===== config.mk =====
export PLATFORM = sky130hd
export DESIGN_NAME = audio_flash_reader
export DESIGN_NICKNAME = d
export VERILOG_FILES = /design/src/rtl/audio_pkg.sv /design/src/rtl/flash_addr_stepper.sv /design/src/rtl/audio_flash_reader.sv
export SDC_FILE = /design/constraint.sdc
export NUM_CORES = 1
export LEC_CHECK = 0
export BUFFER_PORTS_ARGS = -buffer_cell sky130_fd_sc_hd__buf_2
export CAP_MARGIN = 20
export CORE_MARGIN = 1
export CORE_UTILIZATION = 40
export CTS_BUF_LIST = sky130_fd_sc_hd__clkbuf_2
export DETAILED_ROUTE_END_ITERATION = 10
export GPL_TIMING_DRIVEN = 0
export PLACE_DENSITY = 0.68
export SLEW_MARGIN = 20
export SYNTH_ARGS = -nofsm -noshare
export SYNTH_HDL_FRONTEND = slang
export SYNTH_SLANG_ARGS = --single-unit

===== constraint.sdc =====
create_clock -name clk -period 4.1 [get_ports clk]
set_clock_uncertainty 0.05 [all_clocks]
set_input_delay 0.615 -clock clk [delete_from_list [all_inputs] [get_ports clk]]
set_output_delay 0.615 -clock clk [all_outputs]
set_load 0.02 [all_outputs]

===== src/rtl/audio_pkg.sv =====
// ---------------------------------------------------------------------------
// audio_pkg
// Shared constants, types and helpers for the audio flash reader.
//   KEY_PLAY / KEY_STOP  : moderated key codes that start / stop playback
//   ADDR_W               : flash word-address width
//   LAST_ADDR_DEFAULT    : default last valid flash word address
//   state_t              : reader FSM state encoding
//   sample_half()        : picks one 16-bit sample out of a 32-bit flash word
// ---------------------------------------------------------------------------
package audio_pkg;

  localparam logic [7:0] KEY_PLAY = 8'h24;
  localparam logic [7:0] KEY_STOP = 8'h23;

  localparam int unsigned ADDR_W = 23;
  localparam logic [ADDR_W-1:0] LAST_ADDR_DEFAULT = 23'h7FFFF;

  typedef enum logic [2:0] {
    IDLE      = 3'd0,
    FETCH     = 3'd1,
    WAIT_DATA = 3'd2,
    SAMPLE_A  = 3'd3,
    SAMPLE_B  = 3'd4
  } state_t;

  // Forward playback emits [15:0] then [31:16]; backward emits the halves in
  // reverse so the audio plays mirrored. The upper half is the one wanted
  // exactly when the direction bit equals the "second half" bit.
  function automatic logic [15:0] sample_half(input logic [31:0] word,
                                              input logic        fwd,
                                              input logic        second);
    logic [15:0] half;
    if (fwd == second) begin
      half = word[31:16];
    end else begin
      half = word[15:0];
    end
    return half;
  endfunction

endpackage


===== src/rtl/flash_addr_stepper.sv =====
// ---------------------------------------------------------------------------
// flash_addr_stepper
// Computes the next flash word address with wrap-around at both ends.
//   addr      in  current word address
//   forward   in  1 = step up, 0 = step down
//   last      in  last valid word address (wrap point)
//   next_addr out stepped address
// Forward : addr == last ? 0    : addr + 1
// Backward: addr == 0    ? last : addr - 1
// ---------------------------------------------------------------------------
module flash_addr_stepper
  import audio_pkg::*;
(
  input  logic [ADDR_W-1:0] addr,
  input  logic              forward,
  input  logic [ADDR_W-1:0] last,
  output logic [ADDR_W-1:0] next_addr
);

  always_comb begin
    next_addr = addr;
    if (forward) begin
      if (addr == last) begin
        next_addr = '0;
      end else begin
        next_addr = addr + {{(ADDR_W-1){1'b0}}, 1'b1};
      end
    end else begin
      if (addr == '0) begin
        next_addr = last;
      end else begin
        next_addr = addr - {{(ADDR_W-1){1'b0}}, 1'b1};
      end
    end
  end

endmodule


===== src/rtl/audio_flash_reader.sv =====
// ---------------------------------------------------------------------------
// audio_flash_reader
// Streams 16-bit audio samples out of a 32-bit-wide Avalon-MM flash. Each
// flash word holds two samples; one word is fetched, its two halves are
// presented on consecutive sample ticks, then the address is stepped in the
// live playback direction and the next word is fetched.
//
// Ports
//   clk                 in   system clock
//   reset               in   synchronous, active-high reset
//   key_code[7:0]       in   8'h24 play, 8'h23 stop, others ignored
//   forward             in   playback direction (1 = forward)
//   sample_tick         in   one-cycle pulse at the audio sample rate
//   flash_read          out  Avalon-MM read request
//   flash_address[22:0] out  word address of the request
//   flash_waitrequest   in   slave stall
//   flash_readdata[31:0]in   returned word (two samples)
//   flash_readdatavalid in   readdata valid this cycle
//   audio_out[15:0]     out  current sample
//   audio_valid         out  one-cycle pulse when audio_out updates
//   playing             out  play/stop state
//   underrun            out  sticky: tick arrived with no sample ready
//
// State      | meaning
// -----------+----------------------------------------------------------
// IDLE       | stopped, no request outstanding
// FETCH      | flash_read held high until the slave accepts it
// WAIT_DATA  | request accepted, waiting for readdatavalid
// SAMPLE_A   | word buffered, first half goes out on next playing tick
// SAMPLE_B   | first half sent, second half goes out on next playing tick
// ---------------------------------------------------------------------------
module audio_flash_reader
  import audio_pkg::*;
#(
  parameter logic [22:0] LAST_ADDR = audio_pkg::LAST_ADDR_DEFAULT
) (
  input  logic        clk,
  input  logic        reset,
  input  logic [7:0]  key_code,
  input  logic        forward,
  input  logic        sample_tick,
  output logic        flash_read,
  output logic [22:0] flash_address,
  input  logic        flash_waitrequest,
  input  logic [31:0] flash_readdata,
  input  logic        flash_readdatavalid,
  output logic [15:0] audio_out,
  output logic        audio_valid,
  output logic        playing,
  output logic        underrun
);

  state_t      state;
  logic        playing_next;
  logic        tick_live;
  logic [22:0] next_addr;

  // Buffered flash word and the direction captured with it. Deliberately
  // not reset: contents only matter after a fresh readdatavalid.
  logic [31:0] data_word;
  logic        data_fwd;

  // Ticks are qualified by the registered playing value, so a key arriving
  // in the same cycle as a tick only affects later ticks.
  assign tick_live = sample_tick && playing;

  always_comb begin
    playing_next = playing;
    if (key_code == KEY_PLAY) begin
      playing_next = 1'b1;
    end else if (key_code == KEY_STOP) begin
      playing_next = 1'b0;
    end
  end

  flash_addr_stepper u_stepper (
    .addr      (flash_address),
    .forward   (forward),
    .last      (LAST_ADDR),
    .next_addr (next_addr)
  );

  always_ff @(posedge clk) begin
    if (!reset && (state == WAIT_DATA) && flash_readdatavalid) begin
      data_word <= flash_readdata;
      data_fwd  <= forward;
    end
  end

  always_ff @(posedge clk) begin
    if (reset) begin
      state         <= IDLE;
      flash_read    <= 1'b0;
      flash_address <= '0;
      audio_out     <= '0;
      audio_valid   <= 1'b0;
      playing       <= 1'b0;
      underrun      <= 1'b0;
    end else begin
      audio_valid <= 1'b0;
      playing     <= playing_next;

      case (state)
        IDLE: begin
          if (tick_live) begin
            underrun <= 1'b1;
          end
          if (playing) begin
            state      <= FETCH;
            flash_read <= 1'b1;
          end
        end

        // A stop key never abandons the request; the handshake always
        // completes and the word is drained through the sample states.
        FETCH: begin
          if (tick_live) begin
            underrun <= 1'b1;
          end
          if (!flash_waitrequest) begin
            flash_read <= 1'b0;
            state      <= WAIT_DATA;
          end
        end

        WAIT_DATA: begin
          if (tick_live) begin
            underrun <= 1'b1;
          end
          if (flash_readdatavalid) begin
            state <= SAMPLE_A;
          end
        end

        SAMPLE_A: begin
          if (tick_live) begin
            audio_out   <= sample_half(data_word, data_fwd, 1'b0);
            audio_valid <= 1'b1;
            state       <= SAMPLE_B;
          end
        end

        // Address steps with the live direction, not the latched one, so a
        // direction change takes effect on the very next fetch.
        SAMPLE_B: begin
          if (tick_live) begin
            audio_out     <= sample_half(data_word, data_fwd, 1'b1);
            audio_valid   <= 1'b1;
            flash_address <= next_addr;
            if (playing_next) begin
              state      <= FETCH;
              flash_read <= 1'b1;
            end else begin
              state <= IDLE;
            end
          end
        end

        default: begin
          state      <= IDLE;
          flash_read <= 1'b0;
        end
      endcase
    end
  end

endmodule


==> flow_summary.ini <==
[status]
status = complete, no violations

[sta]
slew_headroom_pct = 51.2
fin_crit_sh_pct = 66.2
tightest_slew_ps = 732
final_max_slew_viol_count = 0
rsz0062_at_grt = no
setup_viol = 0
final.min_clock_period_ps = 2710
fmax_mhz = 368
fin_tns_setup_ps = 0
hold_violations = 0

[die]
dieHeight_microns = 106
pin_count = 89
die_w_microns = 106
core_area_sq_um = 10400
initial_core_util_pct = 41.4
placementRows = 37
die_area_sq_um = 11200

[worst_setup_path]
rrSetupSlack_ps = 1390
startpoint = flash_address[0]
crit_required_ps = 4570
start_kind = register
worstSetupPathType = register to register
cpMostUsedCell = and3_1
endpoint_kind = register
rr_endpoint = flash_address[22]
crit_slowest_cell = or3b_2
slowest_delay_ps = 520
cp_max_fo = 10
r2r_cells = 8
r2r-start = flash_address[0]
arrival_ps = 3180
worstPathCellList = inv_1 > ha_1 > or3b_2 > nor3_2 > and3_1 > xor2_1 > and3_1 > a311o_1

[grt]
grt_pass1_wl_mm = 18.3
met2_usage_pct = 33.6
grtUsageTotal_pct = 21.2
use_met3_pct = 5.94
antenna_found_initial = 0
grt_max_degree = 34
grt_busiest_layer = met2
overflow = 0
gr-usage-met1_pct = 27.7
grt_pass1_vias = 3669

[clocking]
h-tree-depth = 3
cts_root_buf = clkbuf_2
ctsResizeCount = 0
cts_tree = yes
cts.sinks = 79
insertion_delay_ps = 580
cts_setup_buffers = 0
cts_hold_buf = 0
path_clk_slew_ps = 270
cts_buffer_depth = 2
cts_buffers = 9

[routing]
drt-initial-drc-count = 326
routed_wirelength_mm = 11.5
drc = 0
drt-vias-per-instance = 5.76
dr.pass1.iters = 5
wl_per_cell_microns = 16.9
drt.antenna.violating_nets = 0
vias = 3931

[logic_synthesis]
syn_area_per_cell_sq_um = 9.71
synth-seq-cells = 79
yosysWarnings = 0
synth_top_area_share_pct = 23.1
synth_cells = 442
synth_nets = 491
synth.distinct_cells = 77
synth_area_leaders = edfxtp_1 (23%), dfxtp_1 (21%), mux2i_1 (4.7%)
synth_edf_count = 33
async_flop_share_pct = 0
synth_common_cells = dfxtp_1 (46), nor2_1 (45), edfxtp_1 (33), nand2_1 (25), mux2i_1 (20)
synthFlopType = dfxtp_1
synth_top_area_cell = edfxtp_1
synth-seq-area-share_pct = 44.5
yosysMostFrequentCell = dfxtp_1
syn_area_sq_um = 4290

[min_path]
holdPathStages = 1
min_from = flash_readdata[13]
hp-class = primary input to register
hold-path-endpoint = data_word[13]

[power_and_ir_drop]
p_per_area_nw_per_um2 = 287
p_leak_nw = 2.08
peakVddDrop_v = 0.000200

[layout]
n_fill_cell = 1031
n_antenna_cell = 0
finalNetCount = 590
areaGrowthSynthToFinish_pct = 17.8
design_area_sq_um = 5060
drive_above_1_share_pct = 27.1

[job]
drv_cap = 0

[placement]
place_hpwl_mm = 8.16
io_buffers = 88
place_congestion = 0.934
place_area_sq_um = 4900
==> report_power, final <==
part           leakage, nW  total (mW)  internal, mW  switching, mW
clock network       0.0898       0.540         0.216          0.324
registers            0.667       0.825         0.823        0.00175
logic                 1.32      0.0861        0.0365         0.0496
==> per-stage QoR <==
step / power (mW) / hold slack (ps) / worst slack, ps / util, % / std cells
detailed placement: 0.925 / 403 / 1410 / 47.3 / 666
global route: 1.50 / 69.0 / 1280 / 48.8 / 682
global placement: 0.924 / 434 / 1260 / 47.3 / 666
floorplan: 0.887 / 503 / 1680 / - / 442
finish: 1.45 / 138 / 1390 / 48.8 / 682
CTS: 1.46 / 120 / 1410 / 48.8 / 682
==> how the worst max path moves through the flow <==
| stage | slack (ps) | cells after the start | endpoint |
|---|---|---|---|
| 2_1_floorplan | 1680 | 8 | flash_address[22] |
| 3_3_place_gp | 1260 | 4 | data_word[16] |
| 3_5_place_dp | 1410 | 8 | flash_address[22] |
| 4_1_cts | 1410 | 8 | flash_address[22] |
| 5_1_grt | 1280 | 8 | flash_address[22] |
| 6_report | 1390 | 8 | flash_address[22] |
==> state kept, by name, summed over array words and instances, names as in the netlist <==
| name | flops |
|---|---|
| data_word | 32 |
| flash_read | 1 |
| data_fwd | 1 |
| audio_valid | 1 |
| state | 3 |
| playing | 1 |
| underrun | 1 |
| audio_out | 16 |
| flash_address | 23 |
==> cell usage in the layout (no fill, tap or decap), drive strengths merged, types with 3 or more instances in the layout <==
master,instances
mux2i,20
nand4,10
a21o,4
a311oi,3
nand3,12
ha,3
nor2b,3
nor4,9
a31oi,4
and2,8
o31ai,4
and3,6
o22ai,3
a221oi,9
and4,4
or3,6
inv,18
a211oi,21
buf,105
a21oi,20
nand2,26
nand2b,7
o21ai,24
xor2,5
edfxtp,33
nor3,18
clkbuf,23
nor2,47
dfxtp,46
xnor2,5
==> per-layer routing <==
metal / vias to the layer above / share of wire, %
li1: 1872 / -
met1: 1820 / 41
met2: 207 / 45
met3: 32 / 11
met4: 0 / 2.6
met5: - / 0
==> area by class of cell <==
cell class / instances / area, sq um / area share [%]
well taps: 136 / 170 / 3.37
flip-flops and latches: 79 / 1910 / 37.8
plain buffers: 31 / 174 / 3.44
inverters: 13 / 48.8 / 0.965
clock buffers: 9 / 45.0 / 0.891
multi-input cells: 319 / 2160 / 42.7
clock inverters: 7 / 106 / 2.10
repair buffers: 88 / 440 / 8.71
==> cell families after synthesis <==
family	after synthesis	synth area share [%]
AND/OR/NAND/NOR	169	22.8
XOR/XNOR	10	2.22
adder cells (fa/ha/maj)	3	0.874
AO/OA/AOI/OAI	116	19.5
flip-flops	79	44.5
buffers and inverters	44	5.19
multiplexers	21	4.93
==> worst max-delay path, delay by kind of cell (launching register included) <==
family | cells | cell delay, ps
AOI/OAI and AO/OA | 1 | 300
xor gates and xnor gates | 1 | 60
adders and majority gates | 1 | 250
buffers and inverters | 1 | 190
DFF | 1 | 470
and+or+nand+nor | 4 | 1360
No activity file was read; power rests on OpenSTA's default activity.
